**src/rtl/grid_pkg.sv**
```systemverilog
// Shared constants and state encoding for the grid cell-drawing sequencer.
package grid_pkg;

  localparam int GRID_COLS   = 40;
  localparam int GRID_ROWS   = 30;
  localparam int CELL_PIX    = 16;
  localparam int DRAW_CYCLES = 17;
  localparam int ADDR_W      = 6;
  localparam int ROW_W       = 5;
  localparam int STEP_W      = 5;

  typedef enum logic [2:0] {
    S_IDLE  = 3'd0,
    S_FETCH = 3'd1,
    S_WAIT  = 3'd2,
    S_LOAD  = 3'd3,
    S_DRAW  = 3'd4,
    S_DONE  = 3'd5
  } draw_state_e;

endpackage

```
**src/rtl/grid_draw_ctrl_draw_step_counter.sv**
```systemverilog
// Step counter for one cell's DRAW phase: flags the first (k==0) and last (k==CYCLES-1) step.
module draw_step_counter
  import grid_pkg::*;
#(
  parameter int CYCLES = grid_pkg::DRAW_CYCLES
) (
  input  logic clk,
  input  logic reset_n,
  input  logic active,
  output logic first,
  output logic last
);

  localparam logic [STEP_W-1:0] TC_LOAD = STEP_W'(CYCLES - 1);

  // Down-counter holds the steps remaining; reloads whenever DRAW is not active.
  logic [STEP_W-1:0] remain;

  always_ff @(posedge clk) begin
    if (!reset_n || !active) begin
      remain <= TC_LOAD;
    end else if (remain != '0) begin
      remain <= remain - 1'b1;
    end
  end

  assign first = (remain == TC_LOAD);
  assign last  = (remain == '0);

endmodule

```
**src/rtl/grid_draw_ctrl.sv**
```systemverilog
// Frame sequencer: fetches one row word per grid row and steps the datapath through 4x4 cells.
//   state | meaning
//   IDLE  | waiting for start; addr/register hold last values
//   FETCH | one-cycle row_rd for row 'register'
//   WAIT  | waiting for row_valid from the row store
//   LOAD  | ld_x/ld_y/ld_c, clears datapath pixel counter
//   DRAW  | DRAW_CYCLES enable cycles, plot on all but the first
//   DONE  | one-cycle done pulse
module grid_draw_ctrl
  import grid_pkg::*;
#(
  parameter int COLS        = grid_pkg::GRID_COLS,
  parameter int ROWS        = grid_pkg::GRID_ROWS,
  parameter int DRAW_CYCLES = grid_pkg::DRAW_CYCLES
) (
  input  logic       clk,
  input  logic       reset_n,
  input  logic       start,
  output logic       busy,
  output logic       done,
  output logic       row_rd,
  output logic [4:0] row_idx,
  input  logic       row_valid,
  output logic       ld_x,
  output logic       ld_y,
  output logic       ld_c,
  output logic       enable,
  output logic [4:0] register,
  output logic [5:0] addr,
  output logic       plot
);

  localparam logic [2:0] ST_IDLE  = S_IDLE;
  localparam logic [2:0] ST_FETCH = S_FETCH;
  localparam logic [2:0] ST_WAIT  = S_WAIT;
  localparam logic [2:0] ST_LOAD  = S_LOAD;
  localparam logic [2:0] ST_DRAW  = S_DRAW;
  localparam logic [2:0] ST_DONE  = S_DONE;

  localparam logic [ADDR_W-1:0] LAST_COL = ADDR_W'(COLS - 1);
  localparam logic [ROW_W-1:0]  LAST_ROW = ROW_W'(ROWS - 1);

  logic [2:0]        state, state_nx;
  logic [ADDR_W-1:0] addr_q, addr_nx;
  logic [ROW_W-1:0]  reg_q, reg_nx;
  logic              ld_q;
  logic              step_first, step_last;
  logic              plot_nx;

  draw_step_counter #(.CYCLES(DRAW_CYCLES)) u_step (
    .clk     (clk),
    .reset_n (reset_n),
    .active  (state == ST_DRAW),
    .first   (step_first),
    .last    (step_last)
  );

  always_comb begin
    state_nx = state;
    addr_nx  = addr_q;
    reg_nx   = reg_q;
    case (state)
      ST_IDLE: begin
        if (start) begin
          state_nx = ST_FETCH;
          addr_nx  = '0;
          reg_nx   = '0;
        end
      end
      ST_FETCH: state_nx = ST_WAIT;
      ST_WAIT: begin
        if (row_valid) state_nx = ST_LOAD;
      end
      ST_LOAD: state_nx = ST_DRAW;
      ST_DRAW: begin
        if (step_last) begin
          if (addr_q != LAST_COL) begin
            addr_nx  = addr_q + 1'b1;
            state_nx = ST_LOAD;
          end else if (reg_q != LAST_ROW) begin
            addr_nx  = '0;
            reg_nx   = reg_q + 1'b1;
            state_nx = ST_FETCH;
          end else begin
            state_nx = ST_DONE;
          end
        end
      end
      ST_DONE: state_nx = ST_IDLE;
      default: state_nx = ST_IDLE;
    endcase
  end

  // Plot rises after the k==0 step and stays up until the last step of the cell.
  assign plot_nx = (state == ST_DRAW) && !step_last && (step_first || plot);

  always_ff @(posedge clk) begin
    if (!reset_n) begin
      state  <= ST_IDLE;
      addr_q <= '0;
      reg_q  <= '0;
      busy   <= 1'b0;
      done   <= 1'b0;
      row_rd <= 1'b0;
      ld_q   <= 1'b0;
      enable <= 1'b0;
      plot   <= 1'b0;
    end else begin
      state  <= state_nx;
      addr_q <= addr_nx;
      reg_q  <= reg_nx;
      busy   <= (state_nx != ST_IDLE);
      done   <= (state_nx == ST_DONE);
      row_rd <= (state_nx == ST_FETCH);
      ld_q   <= (state_nx == ST_LOAD);
      enable <= (state_nx == ST_DRAW);
      plot   <= plot_nx;
    end
  end

  assign ld_x     = ld_q;
  assign ld_y     = ld_q;
  assign ld_c     = ld_q;
  assign addr     = addr_q;
  assign register = reg_q;
  assign row_idx  = reg_q;

endmodule

```
**config.mk**
```make
export PLATFORM = sky130hd
export DESIGN_NAME = grid_draw_ctrl
export DESIGN_NICKNAME = d
export VERILOG_FILES = /design/src/rtl/grid_pkg.sv /design/src/rtl/grid_draw_ctrl_draw_step_counter.sv /design/src/rtl/grid_draw_ctrl.sv
export SDC_FILE = /design/constraint.sdc
export NUM_CORES = 1
export LEC_CHECK = 0
export BUFFER_PORTS_ARGS = -buffer_cell sky130_fd_sc_hd__buf_4
export CORE_ASPECT_RATIO = 1.1
export CORE_MARGIN = 8
export CORE_UTILIZATION = 57
export DETAILED_ROUTE_END_ITERATION = 16
export PLACE_DENSITY = 0.91
export RECOVER_POWER = 25
export SYNTH_ARGS = -nofsm -noshare
export SYNTH_HDL_FRONTEND = slang
export SYNTH_SLANG_ARGS = --single-unit
```
**constraint.sdc**
```tcl
create_clock -name clk -period 4.4 [get_ports clk]
set_clock_uncertainty 0.2 [all_clocks]
set_input_delay 0.44 -clock clk [delete_from_list [all_inputs] [get_ports clk]]
set_output_delay 0.44 -clock clk [all_outputs]
set_load 0.02 [all_outputs]
```
==> run metrics <==
Die Span X 61.4 um; Final Critical Period 2.29 ns; slowest CP cell or4_1; endpoint class of the critical path flop; Synth top cells by count dfxtp_1 (25), a21oi_1 (11), nand2_1 (10), nor2_1 (10), inv_1 (8); Area Growth Syn to Fin 10.4%; Multi-input gate area 676 um^2; worst skew pair latency 0.31 ns; Nets 173; Post-synth EDFFs 0; Post-Synthesis Cells 144; delay of the slowest critical-path stage 0.53 ns; initial antenna violation count 0; Post-synth top flop dfxtp_1; top fanout value on the critical path 12; number of global-route vias before repair 1,111; largest net degree at the start of global routing 15; CTS tree done; first-pass GRT wire length about 4.7 mm; post-route clock period utilization 0.520; Root Buffer Master clkbuf_4; drt wl/cell 14.8 um; detailed placer's ending HPWL approximately 2.1 mm; Antenna Nets Post-Route 0; via count 1,145; ANT cells 0; die span in y around 66 um; CTS sink cnt 25; worst-path cell chain inv_1 -> ha_1 -> nor4b_4 -> nand4_2 -> or4_1 -> a21oi_1; post_cts resized 0; Mapped Nets 153; Seq/Total Area, Yosys 0.387; Post-CTS Setup Bufs 0; Final Instance Area 0.00143 mm^2; total power 0.000381 W; CP Launch Type flop; max-slew violations 0; Achievable Freq between 0.4 and 0.5 GHz; CP bufs+invs 1; CTS max path bufs 2; Max Cap Viol 0; fill count 211; CP Data Arrival Time around 2.4 ns; die area 0.00405 mm^2; setup ws final 2.11 ns; drt pass-1 iters 4; status complete, no violations; critical path's top delay family simple AND/OR/NAND/NOR gates; Core Area 0.00221 mm^2; DRC viols 0; cts hold-fix bufs 0; drt total wl 2.86 mm; power per cell area about 270 mW/mm^2; Final Setup Violations 0; Rel. slew slack 0.649; Yosys warning count 0; Register Area 500 um^2; Hold Fails Final Rpt 0; Post-Syn Area per Cell about 9 um^2; most common cell in the netlist dfxtp_1; worst hold path class in -> reg; TNS Setup 0 ns; RSZ-0062 raised after global routing no; worst slack, placed 2.14 ns; layout cells sized above 1 0.160; Placer Congestion 0.797; input/output buffers 27; synthesized area around 0.0013 mm^2; Req. time, crit path 4.46 ns; post-DR vias/cell between 5 and 6; leakage approximately 0.56 nW; FF+latch count, synth 25; CTS H-tree depth 1; peak supply drop 228 uV; Inserted Clock Buffers 3; main area contributors after synthesis dfxtp_1 (39%), ha_1 (4.8%), a21oi_1 (4.3%), buf_4 (4.1%), o211ai_1 (3.5%); Synth top area share 0.387; Clock transition at path regs ~0.13 ns; worst hold margin 0.221 ns; Worst Tran Pin Value 0.526 ns; Starting Density 0.586; total grt overflow 0; Iter 0 DRT Violations 40; # IOs 28; Async SR Flop Fraction 0; post-synth top area cell dfxtp_1; GRT Total Usage 0.147; num rows 18; synth unique cells 43; DP Area approximately 0.0014 mm^2; critical path type reg -> reg
==> final cells by class <==
| class | count | share of cell area |
|---|---|---|
| Multi-Input combinational cell | 99 | 0.473 |
| Sequential cell | 25 | 0.350 |
| Timing Repair Buffer | 27 | 0.110 |
| Tap cell | 30 | 0.0263 |
| Inverter | 8 | 0.0210 |
| Clock buffer | 3 | 0.0158 |
| Clock inverter | 1 | 0.00350 |
==> worst reg2reg max path, delay by kind of cell (launching register included) <==
kind            cells  cell delay (ns)
fa+ha+maj           1             0.24
compound gates      1             0.15
buf+inv             1             0.10
flops               1             0.35
simple gates        3             1.19
==> layout by cell type (no fill, tap or decap), types with 2 or more instances in the layout <==
cell type and count:
nor3b_1 2, clkbuf_1 12, or4b_1 2, inv_1 8, and4_1 2, xnor2_1 2
and2_1 3, nand4b_1 2, o21ai_0 4, ha_1 5, nand3_1 4, nor3_1 4
clkbuf_4 3, o31ai_1 2, buf_4 15, nand2_1 10, a21oi_1 11, dfxtp_1 25
o211ai_1 6, and3_1 3, nor2_1 10, or3_1 5, or4_1 2, nand4_1 2
==> flip-flops by register name (all words and copies together) (netlist names), 3 cells and up <==
name,flops
u_step.remain,5
state,3
register,5
addr,6
==> layer usage <==
metal / wire [um] / up-vias / global-route usage
met2: 1440 / 38 / 0.259
met5: 0 / - / 0
met4: 42 / 0 / 0.0741
met1: 1200 / 543 / 0.157
met3: 170 / 6 / 0.0350
li1: - / 558 / -
==> cell families after synthesis <==
kind of cell	count (synthesis)	share of synthesized area
adders and majority gates	5	0.0484
and+or+nand+nor	58	0.286
xor gates and xnor gates	2	0.0135
AOI/OAI and AO/OA	34	0.174
DFF	25	0.387
buffers and inverters	20	0.0909
==> where the power goes <==
part | internal, W | switching, W
Clock | 0.0000340 | 0.0000670
Combinational | 0.0000148 | 0.0000261
Sequential | 0.000232 | 0.00000693
==> through the flow <==
step / util / instances
final: 0.647 / 193
after global routing: 0.647 / 193
after CTS: 0.668 / 193
after detailed placement: 0.655 / 189
after global placement: 0.655 / 189
after floorplan: - / 144
==> final timing paths <==
kind,slack [ns],cells past startpoint,from,end
worst max-delay path,2.11,6,u_step.remain[0],register[3]
worst min-delay path,0.22,2,reset_n,busy
worst max register to register,2.11,6,u_step.remain[0],register[3]
worst min register to register,0.30,2,plot,plot
Power figures use the tool's default switching activity.
